--- src/rtl/rw_ram_pkg.sv ---
// Shared constants for the rw_dual_port_ram storage primitive: FSM encodings,
// read-source select and the read-latency helper.
package rw_ram_pkg;

  localparam logic [0:0] StInit  = 1'b0;
  localparam logic [0:0] StReady = 1'b1;

  // Where the stage-1 read data comes from; SrcZero covers the window after reset.
  typedef enum logic [1:0] {
    SrcZero,
    SrcArray,
    SrcBypass,
    SrcInit
  } rd_src_e;

  function automatic int unsigned rd_lat(input int unsigned out_reg);
    return 1 + out_reg;
  endfunction

endpackage

--- src/rtl/rw_ram_array.sv ---
// Plain storage array: one write port, one registered read port, no reset so
// it can map onto block RAM.
module rw_ram_array #(
  parameter int unsigned DATA_W = 4,
  parameter int unsigned ADDR_W = 4,
  parameter int unsigned DEPTH  = 2**ADDR_W
) (
  input  logic              i_clk,
  input  logic              i_we,
  input  logic [ADDR_W-1:0] i_waddr,
  input  logic [DATA_W-1:0] i_wdata,
  input  logic              i_re,
  input  logic [ADDR_W-1:0] i_raddr,
  output logic [DATA_W-1:0] o_rdata
);

  logic [DATA_W-1:0] r_mem [DEPTH];
  logic [DATA_W-1:0] r_rdata;

  // Read-before-write inside the array; the top level supplies the bypass.
  always_ff @(posedge i_clk) begin
    if (i_we) r_mem[i_waddr] <= i_wdata;
    if (i_re) r_rdata <= r_mem[i_raddr];
  end

  assign o_rdata = r_rdata;

endmodule

--- src/rtl/rw_dual_port_ram.sv ---
// Simple dual-port RAM with post-reset clear sequencer, write-first bypass,
// address range checking and an optional output register.
module rw_dual_port_ram
  import rw_ram_pkg::*;
#(
  parameter int unsigned       DATA_W   = 4,
  parameter int unsigned       ADDR_W   = 4,
  parameter int unsigned       DEPTH    = 2**ADDR_W,
  parameter logic [DATA_W-1:0] INIT_VAL = '0,
  parameter int unsigned       OUT_REG  = 0
) (
  input  logic              clk,
  input  logic              rst_n,
  input  logic              write,
  input  logic [ADDR_W-1:0] wr_addr,
  input  logic [DATA_W-1:0] datain,
  input  logic              read,
  input  logic [ADDR_W-1:0] rd_addr,
  output logic [DATA_W-1:0] dataout,
  output logic              rd_valid,
  output logic              busy,
  output logic              addr_err
);

  localparam int unsigned       RD_LAT  = rd_lat(OUT_REG);
  localparam logic [ADDR_W:0]   DEPTH_L = (ADDR_W+1)'(DEPTH);
  localparam logic [ADDR_W-1:0] LAST    = ADDR_W'(DEPTH - 1);

  logic [0:0]        r_state;
  logic [ADDR_W-1:0] r_cnt;

  logic              w_ready;
  logic              w_wr_in, w_rd_in;
  logic              w_wr_ok, w_rd_acc, w_rd_ok, w_err;
  logic              w_we;
  logic [ADDR_W-1:0] w_waddr;
  logic [DATA_W-1:0] w_wdata;
  logic [DATA_W-1:0] w_arr_rdata;

  rd_src_e           r_src;
  logic [DATA_W-1:0] r_byp_data;
  logic              r_s1_vld, r_s1_err;
  logic [DATA_W-1:0] w_s1_data;

  assign w_ready  = (r_state == StReady);
  assign busy     = ~w_ready;
  assign w_wr_in  = {1'b0, wr_addr} < DEPTH_L;
  assign w_rd_in  = {1'b0, rd_addr} < DEPTH_L;
  assign w_wr_ok  = w_ready & write & w_wr_in;
  assign w_rd_acc = w_ready & read;
  assign w_rd_ok  = w_rd_acc & w_rd_in;
  assign w_err    = w_ready & ((write & ~w_wr_in) | (read & ~w_rd_in));

  always_ff @(posedge clk or negedge rst_n) begin
    if (!rst_n) begin
      r_state <= StInit;
      r_cnt   <= '0;
    end else if (r_state == StInit) begin
      if (r_cnt == LAST) r_state <= StReady;
      else               r_cnt   <= r_cnt + 1'b1;
    end
  end

  // The clear sequencer owns the write port until READY.
  assign w_we    = ~w_ready | w_wr_ok;
  assign w_waddr = w_ready ? wr_addr : r_cnt;
  assign w_wdata = w_ready ? datain  : INIT_VAL;

  rw_ram_array #(
    .DATA_W (DATA_W),
    .ADDR_W (ADDR_W),
    .DEPTH  (DEPTH)
  ) u_array (
    .i_clk   (clk),
    .i_we    (w_we),
    .i_waddr (w_waddr),
    .i_wdata (w_wdata),
    .i_re    (w_rd_ok),
    .i_raddr (rd_addr),
    .o_rdata (w_arr_rdata)
  );

  // Source select only moves on an accepted read, so dataout holds otherwise.
  always_ff @(posedge clk or negedge rst_n) begin
    if (!rst_n) begin
      r_src      <= SrcZero;
      r_byp_data <= '0;
      r_s1_vld   <= 1'b0;
      r_s1_err   <= 1'b0;
    end else begin
      r_s1_vld <= w_rd_acc;
      r_s1_err <= w_err;
      if (w_rd_acc) begin
        if (!w_rd_in) begin
          r_src <= SrcInit;
        end else if (w_wr_ok && (wr_addr == rd_addr)) begin
          r_src      <= SrcBypass;
          r_byp_data <= datain;
        end else begin
          r_src <= SrcArray;
        end
      end
    end
  end

  always_comb begin
    w_s1_data = '0;
    unique case (r_src)
      SrcZero:   w_s1_data = '0;
      SrcArray:  w_s1_data = w_arr_rdata;
      SrcBypass: w_s1_data = r_byp_data;
      SrcInit:   w_s1_data = INIT_VAL;
      default:   w_s1_data = '0;
    endcase
  end

  if (RD_LAT == 2) begin : g_out_reg
    logic [DATA_W-1:0] r_out_data;
    logic              r_out_vld, r_out_err;

    always_ff @(posedge clk or negedge rst_n) begin
      if (!rst_n) begin
        r_out_data <= '0;
        r_out_vld  <= 1'b0;
        r_out_err  <= 1'b0;
      end else begin
        r_out_vld <= r_s1_vld;
        r_out_err <= r_s1_err;
        if (r_s1_vld) r_out_data <= w_s1_data;
      end
    end

    assign dataout  = r_out_data;
    assign rd_valid = r_out_vld;
    assign addr_err = r_out_err;
  end else begin : g_no_out_reg
    assign dataout  = w_s1_data;
    assign rd_valid = r_s1_vld;
    assign addr_err = r_s1_err;
  end

endmodule

--- config.mk ---
export PLATFORM = sky130hd
export DESIGN_NAME = rw_dual_port_ram
export DESIGN_NICKNAME = d
export VERILOG_FILES = /design/src/rtl/rw_ram_pkg.sv /design/src/rtl/rw_ram_array.sv /design/src/rtl/rw_dual_port_ram.sv
export SDC_FILE = /design/constraint.sdc
export NUM_CORES = 1
export LEC_CHECK = 0
export ABC_CLOCK_PERIOD_IN_PS = 3900
export CORE_AREA = 8 8 90 152
export DETAILED_ROUTE_END_ITERATION = 16
export DIE_AREA = 0 0 98 160
export SLEW_MARGIN = 20
export SYNTH_ARGS = -nofsm -noshare
export SYNTH_HDL_FRONTEND = slang
export SYNTH_SLANG_ARGS = --single-unit
--- constraint.sdc ---
create_clock -name clk -period 3.9 [get_ports clk]
set_input_delay 0.975 -clock clk [delete_from_list [all_inputs] [get_ports clk]]
set_output_delay 0.975 -clock clk [all_outputs]
set_load 0.05 [all_outputs]
==> impl_metrics.env, run 1 <==
export IMPL_die_x_um=98
export IMPL_synth_edf_count=68
export IMPL_critical_path_top_delay_family="buffers and inverters"
export IMPL_start_util_pct=29.4
export IMPL_post_place_cells=350
export IMPL_critical_path_max_stage_delay_ps=780
export IMPL_path_cells="inv_1 -> clkdlybuf4s50_1"
export IMPL_hold_violations=0
export IMPL_drt_wl_total_mm=7.06
export IMPL_switching_share_pct=22.5
export IMPL_wl_per_cell_um=19.3
export IMPL_crit_arrival_ps=2120
export IMPL_worstMarginPinSlew_ps=784
export IMPL_synth_common_cells="edfxtp_1, nor2_1, mux4_2, dfrtp_1, a31oi_1"
export IMPL_cts_buffers=9
export IMPL_synth_main_ff_cell="edfxtp_1"
export IMPL_ys_seq_elements=80
export IMPL_rsz0062_at_grt="false"
export IMPL_fin_nets=243
export IMPL_clock_power_share_pct=40.9
export IMPL_drive_gt1_share_pct=17.3
export IMPL_ys_seq_area_share_pct=69.3
export IMPL_power_density_nw_per_um2=468
export IMPL_p_leak_nw=1.34
export IMPL_fin_crit_ps=3100
export IMPL_antenna_found_initial=0
export IMPL_gp_congestion=0.766
export IMPL_synthesis_area_um2=3380
export IMPL_antenna_left=0
export IMPL_io_pins=23
export IMPL_hold_buffers=0
export IMPL_clock_sinks=80
export IMPL_htree_levels=3
export IMPL_synthArstFlopShare_pct=15.0
export IMPL_max_slew_margin_pct=47.6
export IMPL_hpwl_mm=5.20
export IMPL_finalNonFillerCells=366
export IMPL_slowest_stage="clkdlybuf4s50_1"
export IMPL_yosysMostFrequentCell="edfxtp_1"
export IMPL_clk_pin_slew_ps=60
export IMPL_netlist_cell_type_count=36
export IMPL_avgSynthCellArea_um2=16.8
export IMPL_cts_setup_buffers=0
export IMPL_post_cts_resized=0
export IMPL_worst_setup_path_type="flip-flop to output pin"
export IMPL_coreArea_um2=11500
export IMPL_final_hold_worst_slack_ps=517
export IMPL_yosysTopAreaCell="edfxtp_1"
export IMPL_pwr_share_seq_pct=51.2
export IMPL_synth_area_leaders="edfxtp_1, mux4_2, dfrtp_1, nor2_1, mux2_4"
export IMPL_cp_start_kind="flip-flop"
export IMPL_p_sw_mw=0.421
export IMPL_irDropWorstVdd_v=0.000234
export IMPL_viasPerCell=4.94
export IMPL_synth_fp_nets=218
export IMPL_drtIter0Drc=149
export IMPL_tns_ps=0
export IMPL_fmax_mhz=323
export IMPL_setup_viol=0
export IMPL_first_pass_iters=4
export IMPL_cts_buffer_depth=2
export IMPL_min_path_type="flip-flop to flip-flop"
export IMPL_cp_end_kind="output pin"
export IMPL_status="completed"
export IMPL_critical_path_required_ps=2920
export IMPL_cts_tree="yes"
export IMPL_cts_root_buf="clkbuf_16"
export IMPL_track_usage_pct=9.53
export IMPL_areaGrowthSynthToFinish_pct=18.0
export IMPL_timing_final_crit_share_pct=79.5
export IMPL_ys_warn_count=0
export IMPL_slew_violations=0
export IMPL_reg2regPathDepth=4
export IMPL_comb_power_share_pct=7.9
export IMPL_crit_buf_inv=2
export IMPL_grt_overflow=0
export IMPL_finClkSkew_ps=6.65
export IMPL_numPortBuffers=21
export IMPL_maxCapViolations=0
export IMPL_drcViolationCount=0
export IMPL_n_antenna_cell=0
export IMPL_synth_top_cell_area_share_pct=60.4
export IMPL_grt_max_degree=22
export IMPL_die_h_um=160
export IMPL_internal_power_mw=1.45
export IMPL_dieArea_um2=15700
export IMPL_insertion_delay_ps=340
export IMPL_num_rows=52
export IMPL_worstPathMaxFanout=21
export IMPL_hold_depth=1
export IMPL_grt_pass1_vias=1958
export IMPL_crit_cells=2
export IMPL_grt_pass1_wl_mm=11.0
export IMPL_vias=1808
export IMPL_synth_cells=201
sequential cells by signal, indices dropped and copies added, names as in the netlist:
signal           count
r_byp_data           4
r_cnt                4
r_src                2
r_state              1
rd_valid             1
u_array.o_rdata      4
u_array.r_mem       64
per-stage QoR:
| stage | worst slack, ps | util, % | total power [mW] | area, µm² |
|---|---|---|---|---|
| 2_1_floorplan | 1560 | - | 1.07 | 3380 |
| 3_3_place_gp | 553 | 32.3 | 1.12 | 3720 |
| 3_5_place_dp | 527 | 32.3 | 1.12 | 3720 |
| 4_1_cts | 807 | 34.7 | 1.88 | 3990 |
| 5_1_grt | 721 | 34.7 | 1.92 | 3990 |
| 6_report | 801 | 34.7 | 1.87 | 3990 |
placed cells by master (no fill, tap or decap), types with 2 or more instances in the layout:
cell type	count
clkinv_4	2
clkdlybuf4s50_1	21
mux4_2	15
xor2_1	3
clkbuf_16	9
edfxtp_1	68
a21oi_1	5
nor3b_1	5
dfrtp_1	12
nor2_1	22
clkinv_2	2
nor2b_1	6
mux2i_1	2
a22o_1	4
nor3_1	2
a31oi_1	8
inv_1	6
buf_4	3
nand2_1	6
a211oi_1	2
mux2_4	4
and2_1	5
xnor2_1	2
path summary, 6_finish.rpt:
| check | from | slack [ps] | end |
|---|---|---|---|
| worst min-delay path | r_src[0] | 520 | r_src[0] |
| max in group asynchronous | rst_n | 2530 | r_byp_data[1] |
| worst max-delay path | r_state | 800 | busy |
| worst min register to register | r_src[0] | 520 | r_src[0] |
| min in group asynchronous | rst_n | 1000 | r_cnt[3] |
| worst max register to register | r_state | 1660 | u_array.r_mem[2][1] |
layer usage:
metal  GRT usage (%)  up-vias  routed length (µm)
met5               0        -                   0
li1                -      828                   -
met3            2.13       14                 266
met1            8.14      924                2320
met2            18.6       42                4210
met4            6.78        0                 269
worst register-to-register path: stages, from the launching register on:
cell and delay (ps):
dfrtp_1 740, inv_1 270, nor3b_1 250, a31oi_1 140, nor2_1 470
final cells by class:
type                            instances  area (µm²)
Sequential cell                        80        2340
Inverter                                6        22.5
Multi-Input combinational cell        105         952
Timing Repair Buffer                   24         233
Clock inverter                          6        43.8
Tap cell                              135         169
Clock buffer                           10         229
Fill cell                            1078        7520
logic make-up (layout without fill, tap and decap cells):
family,after synthesis,count (layout),synth area share [%]
flops,80,80,69.3
other cells,1,1,0.111
simple gates,49,49,7.62
buf+inv,16,46,2.59
fa+ha+maj,1,1,0.370
mux,23,23,13.5
xor+xnor,5,5,1.30
compound gates,26,26,5.29
power by group through the flow:
stage	combinational (mW)	sequential (mW)	clock [mW]
2_1_floorplan	0.0974	0.972	0
3_3_place_gp	0.147	0.973	0
3_5_place_dp	0.150	0.973	0
4_1_cts	0.150	0.956	0.776
5_1_grt	0.159	0.957	0.807
6_report	0.148	0.955	0.764
(Power assumes the default switching activity.)
==> run 2, diff against run 1 <==
- ABC_CLOCK_PERIOD_IN_PS: 3900 -> 3020
- clock period: 3.9 -> 3.02 ns (I/O delays scaled with it)
==> impl_metrics.env, run 2 (synthesis results as in run 1) <==
export IMPL_finClkSkew_ps=4.07
export IMPL_grt_max_degree=21
export IMPL_irDropWorstVdd_v=0.000237
export IMPL_cts_tree="yes"
export IMPL_die_x_um=98
export IMPL_antenna_left=0
export IMPL_worstPathMaxFanout=4
export IMPL_largest_reg_flops=64
export IMPL_fmax_mhz=368
export IMPL_tns_ps=0
export IMPL_setup_viol=0
export IMPL_final_hold_worst_slack_ps=519
export IMPL_final_common_cell="edfxtp_1"
export IMPL_drt_wl_total_mm=6.71
export IMPL_gr_max_usage_layer="met2"
export IMPL_critical_path_required_ps=2260
export IMPL_endpoint="dataout[3]"
export IMPL_track_usage_pct=9.32
export IMPL_insertion_delay_ps=330
export IMPL_p_leak_nw=1.36
export IMPL_met3_usage_pct=2.35
export IMPL_antenna_found_initial=0
export IMPL_drtIter0Drc=135
export IMPL_die_h_um=160
export IMPL_cts_root_buf="clkbuf_16"
export IMPL_post_cts_resized=0
export IMPL_drive_gt1_share_pct=18.0
export IMPL_vias=1754
export IMPL_grt_pass1_wl_mm=10.8
export IMPL_min_path_type="flip-flop to flip-flop"
export IMPL_fin_nets=245
export IMPL_rsz0062_at_grt="false"
export IMPL_n_antenna_cell=0
export IMPL_areaGrowthSynthToFinish_pct=19.4
export IMPL_cts_buffers=9
export IMPL_coreArea_um2=11500
export IMPL_hold_buffers=0
export IMPL_hpwl_mm=5.09
export IMPL_fillers=1085
export IMPL_crit_arrival_ps=1960
export IMPL_cp_start_kind="flip-flop"
export IMPL_clock_sinks=80
export IMPL_maxCapViolations=0
export IMPL_first_pass_iters=4
export IMPL_htree_levels=3
export IMPL_largest_register="u_array.r_mem"
export IMPL_dp_slack_ps=242
export IMPL_status="completed"
export IMPL_r2r_start="r_state"
export IMPL_wl_per_cell_um=18.2
export IMPL_timing_final_crit_share_pct=90.0
export IMPL_fin_util_pct=35.1
export IMPL_grt_use_met2_pct=17.8
export IMPL_setup_ws_ps=303
export IMPL_grt_overflow=0
export IMPL_numPortBuffers=21
export IMPL_cts_buffer_depth=2
export IMPL_cts_setup_buffers=0
export IMPL_use_met1_pct=8.15
export IMPL_clk_pin_slew_ps=60
export IMPL_reg2regPathDepth=3
export IMPL_start_util_pct=29.4
export IMPL_fin_crit_ps=2720
export IMPL_gp_congestion=0.811
export IMPL_reg2reg_slack_ps=1310
export IMPL_max_slew_margin_pct=56.2
export IMPL_io_pins=23
export IMPL_grt_pass1_vias=1976
export IMPL_cp_end_kind="output pin"
export IMPL_worstMarginPinSlew_ps=657
export IMPL_most_common_layout_cells="edfxtp_1, nor2_1, clkdlybuf4s50_1, mux4_2, dfrtp_1"
export IMPL_slew_violations=0
export IMPL_num_rows=52
export IMPL_r2r_end="u_array.r_mem[1][2]"
export IMPL_power_density_nw_per_um2=600
export IMPL_crit_start="r_src[0]"
export IMPL_hold_violations=0
export IMPL_drcViolationCount=0
export IMPL_worst_setup_path_type="flip-flop to output pin"
export IMPL_dieArea_um2=15700
export IMPL_viasPerCell=4.77
run 2: where the power goes:
part / total [mW] / switching (mW) / internal (mW)
clock network: 0.991 / 0.427 / 0.564
registers: 1.23 / 0.00969 / 1.22
logic: 0.197 / 0.108 / 0.0890
total: 2.42 / 0.545 / 1.88
run 2: metrics by stage:
stage,std cells,instance area (µm²),total power [mW]
2_1_floorplan,201,3380,1.38
3_3_place_gp,352,3760,1.45
3_5_place_dp,352,3760,1.46
4_1_cts,368,4040,2.44
5_1_grt,368,4040,2.50
6_report,368,4040,2.42
run 2: worst max-delay path, stage by stage (launching register included):
cell and delay [ps]:
dfrtp_1 360, nor2b_1 290, a22o_1 180, clkdlybuf4s50_1 800
run 2: metal layers:
| metal | vias to the layer above | part of all wire [%] |
|---|---|---|
| li1 | 833 | - |
| met1 | 878 | 35 |
| met2 | 29 | 58 |
| met3 | 14 | 3.0 |
| met4 | 0 | 3.7 |
| met5 | - | 0 |
run 2: final cells by class:
type                       instances  area, µm²  area share (%)
tap                              135        169            4.18
sequential                        80       2340            58.0
multi-input combinational        105        952            23.6
clock inverter                     7       53.8            1.33
timing repair buffer              26        273            6.76
clock buffer                       9        225            5.58
inverter                           6       22.5           0.558
run 2: worst min path at each step:
| stage | start | end | slack [ps] | cells after the start |
|---|---|---|---|---|
| 3_5_place_dp | r_byp_data[2] | r_byp_data[2] | 510 | 1 |
| 3_3_place_gp | r_src[0] | r_src[0] | 490 | 1 |
| 6_report | r_src[0] | r_src[0] | 520 | 1 |
| 4_1_cts | r_byp_data[2] | r_byp_data[2] | 520 | 1 |
| 2_1_floorplan | rst_n | r_byp_data[0] | 460 | 0 |
| 5_1_grt | r_byp_data[0] | r_byp_data[0] | 540 | 1 |
